`src/rtl/sync_fifo_ft.sv`:
```
// rtl/sync_fifo_ft.sv - single-clock FIFO with exact count, programmable thresholds, FWFT option and sticky errors
module sync_fifo_ft #(
  parameter int DATASIZE = 8,
  parameter int ADDRSIZE = 4,
  parameter int FWFT     = 0
) (
  input  logic                clk,
  input  logic                rst,
  input  logic [DATASIZE-1:0] wdata,
  input  logic                winc,
  input  logic                rinc,
  input  logic [ADDRSIZE:0]   af_thresh,
  input  logic [ADDRSIZE:0]   ae_thresh,
  input  logic                err_clr,
  output logic [DATASIZE-1:0] rdata,
  output logic                rvalid,
  output logic                wfull,
  output logic                rempty,
  output logic                almost_full,
  output logic                almost_empty,
  output logic [ADDRSIZE:0]   count,
  output logic                overflow,
  output logic                underflow
);

  localparam int                DEPTH   = 1 << ADDRSIZE;
  localparam logic [ADDRSIZE:0] DEPTH_C = (ADDRSIZE + 1)'(DEPTH);

  logic [DATASIZE-1:0] mem_q [DEPTH];

  logic [ADDRSIZE-1:0] wptr_q, wptr_d;
  logic [ADDRSIZE-1:0] rptr_q, rptr_d;
  logic [ADDRSIZE:0]   count_q, count_d;
  logic                wfull_q, wfull_d;
  logic                rempty_q, rempty_d;
  logic                af_q, af_d;
  logic                ae_q, ae_d;
  logic                ovf_q, ovf_d;
  logic                unf_q, unf_d;
  logic                wr_en, rd_en;

  // Accepts are gated only by the registered flags, so a pop never frees room for a same-cycle push.
  assign wr_en = winc & ~wfull_q & ~rst;
  assign rd_en = rinc & ~rempty_q & ~rst;

  always_comb begin
    wptr_d  = wptr_q;
    rptr_d  = rptr_q;
    count_d = count_q;
    if (wr_en) begin
      wptr_d = wptr_q + ADDRSIZE'(1);
    end
    if (rd_en) begin
      rptr_d = rptr_q + ADDRSIZE'(1);
    end
    if (wr_en && !rd_en) begin
      count_d = count_q + (ADDRSIZE + 1)'(1);
    end else if (rd_en && !wr_en) begin
      count_d = count_q - (ADDRSIZE + 1)'(1);
    end

    wfull_d  = (count_d == DEPTH_C);
    rempty_d = (count_d == '0);
    af_d     = (count_d >= af_thresh);
    ae_d     = (count_d <= ae_thresh);

    // Set wins over clear so an error coinciding with err_clr is never lost.
    ovf_d = ovf_q;
    unf_d = unf_q;
    if (err_clr) begin
      ovf_d = 1'b0;
      unf_d = 1'b0;
    end
    if (winc && wfull_q) begin
      ovf_d = 1'b1;
    end
    if (rinc && rempty_q) begin
      unf_d = 1'b1;
    end
  end

  always_ff @(posedge clk) begin
    if (rst) begin
      wptr_q   <= '0;
      rptr_q   <= '0;
      count_q  <= '0;
      wfull_q  <= 1'b0;
      rempty_q <= 1'b1;
      af_q     <= 1'b0;
      ae_q     <= 1'b1;
      ovf_q    <= 1'b0;
      unf_q    <= 1'b0;
    end else begin
      wptr_q   <= wptr_d;
      rptr_q   <= rptr_d;
      count_q  <= count_d;
      wfull_q  <= wfull_d;
      rempty_q <= rempty_d;
      af_q     <= af_d;
      ae_q     <= ae_d;
      ovf_q    <= ovf_d;
      unf_q    <= unf_d;
    end
  end

  // Storage has no reset; contents are meaningless until written.
  always_ff @(posedge clk) begin
    if (wr_en) begin
      mem_q[wptr_q] <= wdata;
    end
  end

  generate
    if (FWFT != 0) begin : g_fwft
      assign rdata  = mem_q[rptr_q];
      assign rvalid = ~rempty_q;
    end else begin : g_std
      logic [DATASIZE-1:0] rdata_q, rdata_d;
      logic                rvalid_q, rvalid_d;

      always_comb begin
        rdata_d  = rdata_q;
        rvalid_d = rd_en;
        if (rd_en) begin
          rdata_d = mem_q[rptr_q];
        end
      end

      always_ff @(posedge clk) begin
        if (rst) begin
          rdata_q  <= '0;
          rvalid_q <= 1'b0;
        end else begin
          rdata_q  <= rdata_d;
          rvalid_q <= rvalid_d;
        end
      end

      assign rdata  = rdata_q;
      assign rvalid = rvalid_q;
    end
  endgenerate

  assign wfull        = wfull_q;
  assign rempty       = rempty_q;
  assign almost_full  = af_q;
  assign almost_empty = ae_q;
  assign count        = count_q;
  assign overflow     = ovf_q;
  assign underflow    = unf_q;

endmodule

```
`config.mk`:
```
export PLATFORM = sky130hd
export DESIGN_NAME = sync_fifo_ft
export DESIGN_NICKNAME = d
export VERILOG_FILES = /design/src/rtl/sync_fifo_ft.sv
export SDC_FILE = /design/constraint.sdc
export NUM_CORES = 1
export LEC_CHECK = 0
export ABC_AREA = 1
export CAP_MARGIN = 5
export CORE_UTILIZATION = 50
export DETAILED_ROUTE_END_ITERATION = 12
export GPL_ROUTABILITY_DRIVEN = 0
export GPL_TIMING_DRIVEN = 0
export PLACE_DENSITY = 0.69
export SYNTH_ARGS = -nofsm -noshare
export SYNTH_HDL_FRONTEND = slang
export SYNTH_SLANG_ARGS = --single-unit
```
`constraint.sdc`:
```
create_clock -name clk -period 2.68 [get_ports clk]
set_input_delay 0.536 -clock clk [delete_from_list [all_inputs] [get_ports clk]]
set_output_delay 0.536 -clock clk [all_outputs]
set_load 0.03 [all_outputs]
```
==> impl_metrics.csv <==
group,metric,value,unit
final_layout,final_common_cell,"nor2_1",
cts,cts_tree,"done",
cts,clkLatencyLatePin,410,ps
cts,cts_resized,0,
place,dp_hpwl,11.1,mm
die,ioPinCount,43,
setup_path,cp.required,2980,ps
setup_path,critical_path_class,"in2reg",
cts,cts_buffer_depth,2,
final_layout,fill_cells,1044,
power,combinationalPowerShare,16.9,%
power,p_int,4.53,mW
grt,grt_max_degree,17,
cts,clock_sinks,156,
die,start_util,51.3,%
final_layout,layout-drive-gt1-share,10.9,%
synth,postSynthCellCount,645,
final_layout,fin_util,60.6,%
power,p_seq_share,44.3,%
grt,grt_pass1_wl,24.6,mm
die,coreArea,0.0132,mm2
power,power.leakage,3.05,nW
final_layout,fin_nets,744,
synth,syn_avg_cell_area,10.5,um2
drt,drt-initial-drc-count,545,
drt,dr_total_vias,4856,
setup_path,rr_worst_depth,13,
synth,yosysUniqueCellTypes,32,
hold_path,hold_path_class,"in2reg",
sta,min_period,2410,ps
setup_path,startpoint_type,"input pin",
grt,overflow,0,
cts,clockRootBuffer,"clkbuf_16",
setup_path,end_kind,"register",
sta,slew_headroom,43.8,%
die,dieWidth,119,um
grt,grt_pass1_vias,4536,
drt,ant_nets,0,
power,p_sw_share,27.0,%
hold_path,min_path_cells,2,
grt,grtUsageTotal,23.7,%
drt,vias_per_cell,5.43,
synth,yosys-top-cells-area,"edfxtp_1, dfxtp_1, nor2_1",
drt,drc,0,
synth,yosysWarnings,0,
die,std_cell_rows,42,
synth,ys_ff_latch,156,
status,status,"finished, final reports clean",
drt,wl,15.9,mm
synth,netlist_area,0.00679,mm2
cts,cts_made_buffers,17,
setup_path,cp_max_fo,7,
grt,grt_antenna_before_repair,0,
sta,clock_skew,7.04,ps
synth,synth.top_cell.area_share,56.6,%
cts,postCtsSetupRepairBufs,0,
sta,fin_crit_sh,89.9,%
cts,ctsHoldBuffers,0,
sta,fin_tns_setup,0,ps
die,die_h,119,um
sta,hold_viol,0,
drt,firstDrtPassIters,6,
sta,slew_violations,0,
final_layout,n_antenna_cell,0,
cts,htree_num_levels,4,
sta,finalSetupViolations,0,
final_layout,syn2layout_area_growth,18.2,%
sta,grt_setup_unrepaired,"no",
synth,yosysSeqAreaShare,64.9,%
setup_path,arrival,2710,ps
synth,synth_top_area_cell,"edfxtp_1",
cts,clk_pin_slew,60,ps
flow_run,cap_violations,0,
die,dieArea,0.0140,mm2
power,power.density,773,mW/mm2
drt,wl_per_cell,17.8,um
power,finalPower,6.20,mW
place,numPortBuffers,41,
final_layout,layout_common_cells,"nor2_1, edfxtp_1, o21ai_0",
power,switching_power,1.67,mW
sta,worstMarginPinSlew,841,ps
synth,syn_nets,684,
sta,fmax,0.415,GHz
power,ir_drop,0.441,mV
power,p_clk_share,38.8,%
[critical path, stage by stage]
cell,delay [ps]
clkdlybuf4s50_1,550
nand2_2,120
nor2_8,160
nand2_4,100
nand2_1,70
nand2_1,50
nand2_1,90
inv_1,100
ha_1,280
o21ai_0,270
a21oi_1,100
nand3b_1,170
nand2_1,60
a21oi_1,50
[per-layer routing]
layer  track usage [%]  part of all wire, %  up-vias
li1                  -                    -     2322
met1              31.9                   42     2319
met2              39.0                   50      193
met3              4.30                  7.2       22
met4              7.91                  1.6        0
met5                 0                    0        -
[synthesized netlist by cell type]
master and number:
nor2_1 141, nor2_8 1, buf_6 2, buf_2 13
nand4_1 4, inv_8 1, nand3b_1 1, nor2_2 3
buf_4 4, o21ai_0 73, dfxtp_1 28, o22ai_1 2
clkbuf_2 4, inv_1 47, ha_1 16, nand2_1 60
clkbuf_1 8, a21oi_1 18, xor2_1 2, nand2_2 8
o221ai_1 1, clkinv_2 1, clkinv_1 2, nand2_4 1
inv_2 3, nand3_1 59, nand3_4 1, o211ai_1 5
nand3_2 6, nor3_1 1, a21oi_2 1, edfxtp_1 128
[layout make-up]
type / count / area, um2 / area share (%)
Timing Repair Buffer: 41 / 410 / 5.11
Buffer: 31 / 168 / 2.09
Inverter: 54 / 211 / 2.64
Multi-Input combinational cell: 404 / 2010 / 25.0
Clock buffer: 24 / 526 / 6.55
Clock inverter: 8 / 78.8 / 0.982
Sequential cell: 156 / 4400 / 54.9
Tap cell: 176 / 220 / 2.74
[per-stage QoR]
stage	instance area, um2	hold slack, ps	worst slack (ps)	cells
3_3_place_gp	7420	458	-40.6	862
6_report	8020	363	272	894
3_5_place_dp	7420	464	-180	862
5_1_grt	8020	357	119	894
4_1_cts	8020	353	256	894
2_1_floorplan	6790	477	528	645
[cell families after synthesis]
| group | count (synthesis) | synth area share [%] |
|---|---|---|
| adder cells (fa/ha/maj) | 16 | 2.95 |
| XOR/XNOR | 2 | 0.258 |
| AND/OR/NAND/NOR | 286 | 18.6 |
| AO/OA/AOI/OAI | 100 | 7.70 |
| flip-flops | 156 | 64.9 |
| buffers and inverters | 85 | 5.58 |
[worst paths after layout]
| path | end | slack, ps | startpoint |
|---|---|---|---|
| max | almost_full | 270 | winc |
| min reg2reg | overflow | 470 | overflow |
| max reg2reg | almost_full | 530 | wfull |
| min | count[2] | 360 | rst |
[power groups by stage]
stage	combinational (mW)	sequential (mW)	clock, mW
after CTS	1.05	2.75	2.41
after detailed placement	1.04	2.80	0
after global placement	1.02	2.79	0
after global routing	1.16	2.75	2.53
final	1.05	2.75	2.41
after floorplan	0.571	2.89	0
[registers in the layout (all words and copies together), names as in the netlist]
signal,flops
almost_full,1
count,5
rptr_q,4
rvalid,1
mem_q,128
wfull,1
underflow,1
rdata,8
almost_empty,1
rempty,1
wptr_q,4
overflow,1
Note: power is estimated with default switching activity, not from simulation.
